===== src/rtl/mem_port_arbiter.sv =====
// Two-requester arbiter in front of a single fixed-latency memory port.
// Data side normally wins; instruction fetch wins once it has waited
// STARVE_LIMIT cycles. One access in flight at a time: IDLE -> BUSY -> DONE.
module mem_port_arbiter #(
  parameter int MEM_LATENCY  = 4,
  parameter int STARVE_LIMIT = 8
) (
  input  logic        clk,
  input  logic        rst_b,
  input  logic        i_req,
  input  logic [31:0] i_addr,
  output logic        i_ack,
  output logic [31:0] i_rdata,
  input  logic        d_req,
  input  logic        d_we,
  input  logic [31:0] d_addr,
  input  logic [31:0] d_wdata,
  output logic        d_ack,
  output logic [31:0] d_rdata,
  output logic [31:0] mem_addr,
  output logic [31:0] mem_data_in,
  output logic        mem_write_en,
  input  logic [31:0] mem_data_out,
  output logic        busy,
  output logic        owner
);

  typedef enum logic [1:0] {IDLE = 2'd0, BUSY = 2'd1, DONE = 2'd2} state_t;

  localparam logic [3:0] CNT_INIT = 4'(MEM_LATENCY - 1);
  localparam logic [3:0] STARVE   = 4'(STARVE_LIMIT);

  state_t      state;
  logic [3:0]  cnt;
  logic [3:0]  wait_cnt;
  logic        we_q;
  logic [31:0] addr_q;
  logic [31:0] wdata_q;
  logic        grant_i;
  logic        grant_d;

  // Grant decision, only meaningful in IDLE; starved fetch overrides data.
  always_comb begin
    grant_i = (state == IDLE) && i_req && (!d_req || (wait_cnt == STARVE));
    grant_d = (state == IDLE) && d_req && !grant_i;
  end

  // Memory address/data come straight from the request latched at grant.
  assign mem_addr    = addr_q;
  assign mem_data_in = wdata_q;

  // Main FSM with registered strobes, acks and read-data capture.
  always_ff @(posedge clk) begin
    if (rst_b) begin
      state        <= IDLE;
      cnt          <= '0;
      we_q         <= 1'b0;
      addr_q       <= '0;
      wdata_q      <= '0;
      owner        <= 1'b0;
      busy         <= 1'b0;
      mem_write_en <= 1'b0;
      i_ack        <= 1'b0;
      d_ack        <= 1'b0;
      i_rdata      <= '0;
      d_rdata      <= '0;
    end else begin
      mem_write_en <= 1'b0;
      i_ack        <= 1'b0;
      d_ack        <= 1'b0;
      case (state)
        IDLE: begin
          if (grant_i || grant_d) begin
            state        <= BUSY;
            busy         <= 1'b1;
            cnt          <= CNT_INIT;
            owner        <= grant_i;
            addr_q       <= grant_i ? i_addr : d_addr;
            wdata_q      <= d_wdata;
            // Fetches never write, whatever d_we happens to be.
            we_q         <= grant_d && d_we;
            mem_write_en <= grant_d && d_we;
          end
        end
        BUSY: begin
          if (cnt == 4'd0) begin
            state <= DONE;
            if (!we_q) begin
              if (owner) i_rdata <= mem_data_out;
              else       d_rdata <= mem_data_out;
            end
            i_ack <= owner;
            d_ack <= !owner;
          end else begin
            cnt <= cnt - 4'd1;
          end
        end
        DONE: begin
          state <= IDLE;
          busy  <= 1'b0;
        end
        default: begin
          state <= IDLE;
          busy  <= 1'b0;
        end
      endcase
    end
  end

  // Fetch wait counter: counts every cycle a pending fetch is passed over.
  always_ff @(posedge clk) begin
    if (rst_b)
      wait_cnt <= '0;
    else if (!i_req || grant_i)
      wait_cnt <= '0;
    else if (wait_cnt != STARVE)
      wait_cnt <= wait_cnt + 4'd1;
  end

endmodule


===== config.mk =====
export PLATFORM = sky130hd
export DESIGN_NAME = mem_port_arbiter
export DESIGN_NICKNAME = d
export VERILOG_FILES = /design/src/rtl/mem_port_arbiter.sv
export SDC_FILE = /design/constraint.sdc
export NUM_CORES = 1
export LEC_CHECK = 0
export CAP_MARGIN = 0
export CORE_AREA = 2 2 122 124
export DETAILED_ROUTE_END_ITERATION = 8
export DIE_AREA = 0 0 124 126
export HOLD_SLACK_MARGIN = 0.1
export PLACE_DENSITY = 0.79
export SLEW_MARGIN = 25
export SYNTH_ARGS = -nofsm -noshare
export SYNTH_HDL_FRONTEND = slang
export SYNTH_SLANG_ARGS = --single-unit

===== constraint.sdc =====
create_clock -name clk -period 2.1 [get_ports clk]
set_clock_uncertainty 0.2 [all_clocks]
set_input_delay 0.525 -clock clk [delete_from_list [all_inputs] [get_ports clk]]
set_output_delay 0.525 -clock clk [all_outputs]
set_load 0.01 [all_outputs]

==> run summary, run 1 <==
Core Rows: 44
Compound-Gate Fraction of Synth Area: 24.64%
Final #Nets: 1,072
syn nets: 821
Reg2Reg Depth: 7
CTS tree: built
DR WL/cell: 15.65 um
Final Slew Violations: 0
post-synth top area share: 49.98%
Max VDD drop: 0.6280 mV
most frequent cells after synthesis: 196 x nand2_1, 144 x dfxtp_1, 101 x a21oi_1, 42 x nor2_1, 32 x o22ai_1
number of global-route vias before repair: 5,576
layout cells sized above 1: 8.562%
multiplexer share of the synthesized area: 0%
Placed Cells incl. Taps: 1,100
Core Area: 0.01431 mm2
filler cell count in the final layout: 1,232
XOR/XNOR Fraction of Synth Area: 0.3037%
worst path bufs/invs: 1
# IOs: 266
leading area contributor after synthesis: dfxtp_1
most common cell in the netlist: nand2_1
setup TNS: 0 ns
Post-Syn Area: 0.005768 mm2
synth unique cells: 44
Mean Syn Cell Area: 8.433 um2
CP Depth: 1
final core utilization: 64.57%
Max Freq: 484.8 MHz
number of diodes: 0
initial drt markers: 261
final worst-path cycle share: 98.23%
top post-synthesis cells by area: dfxtp_1 50%, nand2_1 13%, a21oi_1 8.8%
CP Capture Point: mem_addr[23]
remaining global-route overflow: 0
htree depth: 4
largest family of logic cells by synthesized area: compound AO/OA/AOI/OAI gates
drt pass-1 iters: 5
Synth Area in Simple Gates: 19.00%
RSZ-0062 raised after global routing: no
post-synthesis register bit count: 144
Slowest cell on crit path: clkdlybuf4s50_1
mean number of vias per cell: 5.198
P per Cell Area: 825.2 mW/mm2
CP top delay family: buffers and inverters
Leakage: 3.329 nW
dpl ws: -0.1470 ns
Post-Syn Instances: 684
clock latency on the worst-skew pair: 0.41 ns
Hold Path Class: input pin to register
Sequential cell area: 0.002883 mm2
Die X: 124 um
initial antenna violation count: 0
Layout area overhead: 60.24%
Final ANT Viol Nets: 0
Post-route DRC: 0
final hold violations: 0
dpl hpwl: 12.08 mm
largest net degree at the start of global routing: 102
Port Buf Inserts: 265
Crit Path Max Fanout: 2
RR Endpoint: d_rdata[21]
critical-path cell list: clkdlybuf4s50_1
critical path's largest stage delay: 0.58 ns
height of the die: 126 um
GRT Util Overall: 22.27%
clock sinks: 144
Initial Util: 40.30%
clock root buffer: clkbuf_16
EDFF count, synth: 0
Worst Tran Pin Value: 0.4505 ns
hold buffer count at CTS: 0
Most used DFF post-synth: dfxtp_1
routed via count: 5,874
GP Congestion: 0.7947
Final Non-Filler Cells: 1,130
crit path from: mem_addr[23]
Multi-input gate area: 0.002585 mm2
CP endpoint kind: output port
post-synthesis sequential area ratio: 49.98%
Yosys warning count: 0
Critical Path RT: 1.37 ns
CTS Buffer Depth: 2
Rel. slew slack: 69.97%
first-pass GRT wire length: 27.34 mm
status: complete, no violations
Worst setup SP type: register
DRT Wirelength: 17.68 mm
final setup vio count: 0
Max-cap violations: 0
synthesized-area fraction occupied by adder cells: 0.8677%
Final Critical Period: 2.063 ns
worst flop-to-flop path startpoint: cnt[0]
CP arrival: 1.34 ns
Reg clk slew, reported paths: 0.06 ns
TritonCTS Buffers: 17
Worst R2R Setup Slack: 0.18 ns
Die Footprint: 0.01562 mm2
Crit Path Category: register to output port
final worst setup slack: 0.03719 ns
Synth async-reset ratio: 0%
-- cells in the final DEF, fill, tap and decap left out, drive strengths merged, types with 3 or more instances in the layout --
| master | Yosys | layout |
|---|---|---|
| inv | 5 | 5 |
| o22ai | 32 | 32 |
| nand2b | 4 | 4 |
| nand2 | 196 | 196 |
| o221ai | 32 | 32 |
| a21oi | 101 | 101 |
| clkinv | 1 | 7 |
| dfxtp | 144 | 144 |
| nand3 | 6 | 6 |
| clkinvlp | 0 | 3 |
| dlymetal6s2s | 0 | 3 |
| nor3 | 3 | 3 |
| ha | 4 | 4 |
| clkbuf | 19 | 19 |
| buf | 37 | 24 |
| a211oi | 32 | 32 |
| clkdlybuf4s50 | 0 | 259 |
| nor2 | 44 | 44 |
-- kinds of logic (layout without fill, tap and decap cells) --
kind of cell / Yosys count / after routing
and+or+nand+nor: 266 / 266
AOI/OAI and AO/OA: 206 / 206
DFF: 144 / 144
buffers and inverters: 62 / 324
adders and majority gates: 4 / 4
xor gates and xnor gates: 2 / 2
-- worst min path at each step --
stage                     start         endpoint  slack [ns]  cells after the start
floorplan            d_rdata[0]       d_rdata[0]        0.28                      2
global placement    d_rdata[20]      d_rdata[20]        0.24                      2
detailed placement   i_rdata[0]       i_rdata[0]        0.25                      2
CTS                       rst_b  mem_data_in[31]        0.12                      2
global route              rst_b  mem_data_in[31]        0.14                      2
finish                    rst_b  mem_data_in[31]        0.15                      2
-- sequential cells by signal, indices dropped and copies added (netlist names) --
name          cells
state             2
mem_data_in      32
i_ack             1
wait_cnt          4
d_ack             1
cnt               4
d_rdata          32
i_rdata          32
mem_write_en      1
busy              1
mem_addr         32
owner             1
we_q              1
-- layout make-up --
class / instances / area share [%]
repair buffers: 288 / 31.95
flip-flops and latches: 144 / 31.19
multi-input cells: 478 / 27.97
clock buffers: 19 / 4.900
well taps: 184 / 2.491
clock inverters: 11 / 1.259
inverters: 6 / 0.2437
-- power by group --
part | total, mW | internal, mW | switching [mW]
Clock | 2.91 | 1.79 | 1.13
Sequential | 3.08 | 2.95 | 0.127
Combinational | 1.63 | 0.863 | 0.770
-- stage by stage --
stage / area [um2] / hold WS [ns] / total power [mW]
after detailed placement: 8668 / 0.2455 / 4.779
after floorplan: 5768 / 0.2805 / 3.872
after global routing: 9243 / 0.1391 / 7.981
final: 9243 / 0.1460 / 7.627
after global placement: 8668 / 0.2408 / 4.759
after CTS: 9235 / 0.1234 / 7.714
-- routing by layer --
| layer | wire [um] | global-route usage (%) |
|---|---|---|
| met3 | 1611 | 8.152 |
| met5 | 0 | 0 |
| met4 | 354 | 8.262 |
| met2 | 8517 | 37.46 |
| met1 | 7199 | 25.69 |
-- repair_timing --
| action | in CTS | in global routing |
|---|---|---|
| endpoints found under the setup margin | 2 | 3 |
| buffers inserted | 0 | 0 |
| resized for setup | 2 | 3 |
Note: power is estimated with default switching activity, not from simulation.
==> run 2, diff against run 1 <==
--- a/config.mk
+++ b/config.mk
@@ -6,11 +6,11 @@
 export NUM_CORES = 1
 export LEC_CHECK = 0
 export CAP_MARGIN = 0
-export CORE_AREA = 2 2 122 124
+export CORE_AREA = 2 2 117 119
 export DETAILED_ROUTE_END_ITERATION = 8
-export DIE_AREA = 0 0 124 126
+export DIE_AREA = 0 0 119 121
 export HOLD_SLACK_MARGIN = 0.1
-export PLACE_DENSITY = 0.79
+export PLACE_DENSITY = 0.85
 export SLEW_MARGIN = 25
 export SYNTH_ARGS = -nofsm -noshare
 export SYNTH_HDL_FRONTEND = slang
==> constraint.sdc (replaced) <==
create_clock -name clk -period 2.6 [get_ports clk]
set_clock_uncertainty 0.2 [all_clocks]
set_input_delay 0.65 -clock clk [delete_from_list [all_inputs] [get_ports clk]]
set_output_delay 0.65 -clock clk [all_outputs]
set_load 0.01 [all_outputs]
==> run summary, run 2 (synthesis results as in run 1) <==
routed via count: 5,815 (was 5,874)
clock latency on the worst-skew pair: 0.40 ns (was 0.41 ns)
Sequential cell area: 0.002883 mm2 (unchanged)
htree depth: 4 (unchanged)
dpl cell area: 0.008543 mm2 (was 0.008668 mm2)
GP Congestion: 0.7923 (was 0.7947)
Final Slew Violations: 0 (unchanged)
CTS tree: built (unchanged)
GRT Util Overall: 23.89% (was 22.27%)
first-pass GRT wire length: 27.59 mm (was 27.34 mm)
most frequent cells in the layout: 264 x clkdlybuf4s50_1, 196 x nand2_1, 144 x dfxtp_1 (was 259 x clkdlybuf4s50_1, 196 x nand2_1, 144 x dfxtp_1)
Worst Tran Pin Value: 0.4789 ns (was 0.4505 ns)
Slowest cell on crit path: clkdlybuf4s50_1 (unchanged)
WHS: 0.2509 ns (was 0.1460 ns)
number of diodes: 0 (unchanged)
clock sinks: 144 (unchanged)
Initial Util: 44.08% (was 40.30%)
Crit Path Max Fanout: 7 (was 2)
Leakage: 3.249 nW (was 3.329 nW)
CP Capture Point: owner (was mem_addr[23])
initial drt markers: 408 (was 261)
Rel. slew slack: 68.07% (was 69.97%)
Core Area: 0.01309 mm2 (was 0.01431 mm2)
final worst setup slack: 0.3023 ns (was 0.03719 ns)
CP top delay family: buffers and inverters (unchanged)
setup TNS: 0 ns (unchanged)
Max Freq: 435.2 MHz
Max VDD drop: 0.3877 mV (was 0.6280 mV)
Worst setup SP type: register (unchanged)
crit path from: owner (was mem_addr[23])
Resized Gates After CTS: 0 (was 2)
Final ANT Viol Nets: 0 (unchanged)
dpl ws: 0.1178 ns (was -0.1470 ns)
hold buffer count at CTS: 0 (unchanged)
DR WL/cell: 15.51 um (was 15.65 um)
RR Endpoint: mem_addr[13] (was d_rdata[21])
Hold Path Class: register to register (was input pin to register)
Reg clk slew, reported paths: 0.06 ns (about the same)
commonest non-fill, non-tap cell in the layout: clkdlybuf4s50_1 (unchanged)
critical-path cell list: clkdlybuf4s50_1 (unchanged)
Crit Path Category: register to output port (unchanged)
worst flop-to-flop path startpoint: wait_cnt[0] (was cnt[0])
worst path bufs/invs: 1 (unchanged)
Overall Power: 6.313 mW (was 7.627 mW)
Max-cap violations: 0 (unchanged)
filler cell count in the final layout: 1,036 (was 1,232)
Final Critical Period: 2.298 ns
TritonCTS Buffers: 17 (unchanged)
drt pass-1 iters: 5 (unchanged)
Core Rows: 42 (was 44)
Critical Path RT: 1.75 ns (was 1.37 ns)
final worst-path cycle share: 88.37%
clock root buffer: clkbuf_16 (unchanged)
Worst R2R Setup Slack: 0.60 ns (was 0.18 ns)
CTS Buffer Depth: 2 (unchanged)
final setup vio count: 0 (unchanged)
CP arrival: 1.45 ns (was 1.34 ns)
remaining global-route overflow: 0 (unchanged)
Post-route DRC: 0 (unchanged)
Port Buf Inserts: 265 (unchanged)
RSZ-0062 raised after global routing: no (unchanged)
CP endpoint kind: output port (unchanged)
Reg2Reg Depth: 7 (unchanged)
fin area: 0.009161 mm2 (was 0.009243 mm2)
postcts setup bufs: 0 (unchanged)
initial antenna violation count: 0 (unchanged)
CP Depth: 1 (unchanged)
number of global-route vias before repair: 5,500 (was 5,576)
largest net degree at the start of global routing: 96 (was 102)
height of the die: 121 um (was 126 um)
Final #Nets: 1,065 (was 1,072)
Die Footprint: 0.01440 mm2 (was 0.01562 mm2)
P per Cell Area: 689.1 mW/mm2 (was 825.2 mW/mm2)
Layout area overhead: 58.83% (was 60.24%)
critical path's largest stage delay: 0.60 ns (was 0.58 ns)
status: complete, no violations (unchanged)
mean number of vias per cell: 5.215 (was 5.198)
layout cells sized above 1: 7.774% (was 8.562%)
# IOs: 266 (unchanged)
DRT Wirelength: 17.29 mm (was 17.68 mm)
Multi-input gate area: 0.002585 mm2 (unchanged)
final hold violations: 0 (unchanged)
dpl hpwl: 11.85 mm (was 12.08 mm)
Die X: 119 um (was 124 um)
==> run 2: layer usage <==
layer,global-route usage [%],part of all wire [%]
met1,28.17,40
met2,39.91,50
met3,7.989,8.1
met4,9.970,1.4
met5,0,0
==> run 2: cell type report <==
type                       instances  area share (%)
clock buffer                      20           4.985
clock inverter                    10           1.762
inverter                           6          0.2458
multi-input combinational        478           28.22
sequential                       144           31.47
tap                              176           2.404
timing repair buffer             281           30.92
==> run 2: how the worst min path moves through the flow <==
stage,start,to,slack (ns),cells after the start
5_1_grt,d_rdata[22],d_rdata[22],0.27,2
2_1_floorplan,d_rdata[0],d_rdata[0],0.28,2
4_1_cts,d_rdata[7],d_rdata[7],0.25,2
6_report,mem_data_in[27],mem_data_in[27],0.25,2
3_3_place_gp,mem_data_in[23],mem_data_in[23],0.24,2
3_5_place_dp,mem_data_in[24],mem_data_in[24],0.25,2
==> run 2: tightest hold or removal path: stages, from the launching register on <==
cell     delay (ns)
dfxtp_1        0.31
nand2_1        0.05
a21oi_1        0.05
==> run 2: power by group <==
part | switching [mW] | internal, mW | total [mW]
Clock | 0.899 | 1.65 | 2.55
Combinational | 0.612 | 0.668 | 1.28
Sequential | 0.102 | 2.38 | 2.49
==> run 2: through the flow <==
stage | util, % | cells
after CTS | 70.01 | 1115
after floorplan | - | 684
after detailed placement | 65.29 | 1085
after global routing | 70.01 | 1115
final | 70.01 | 1115
after global placement | 65.29 | 1085
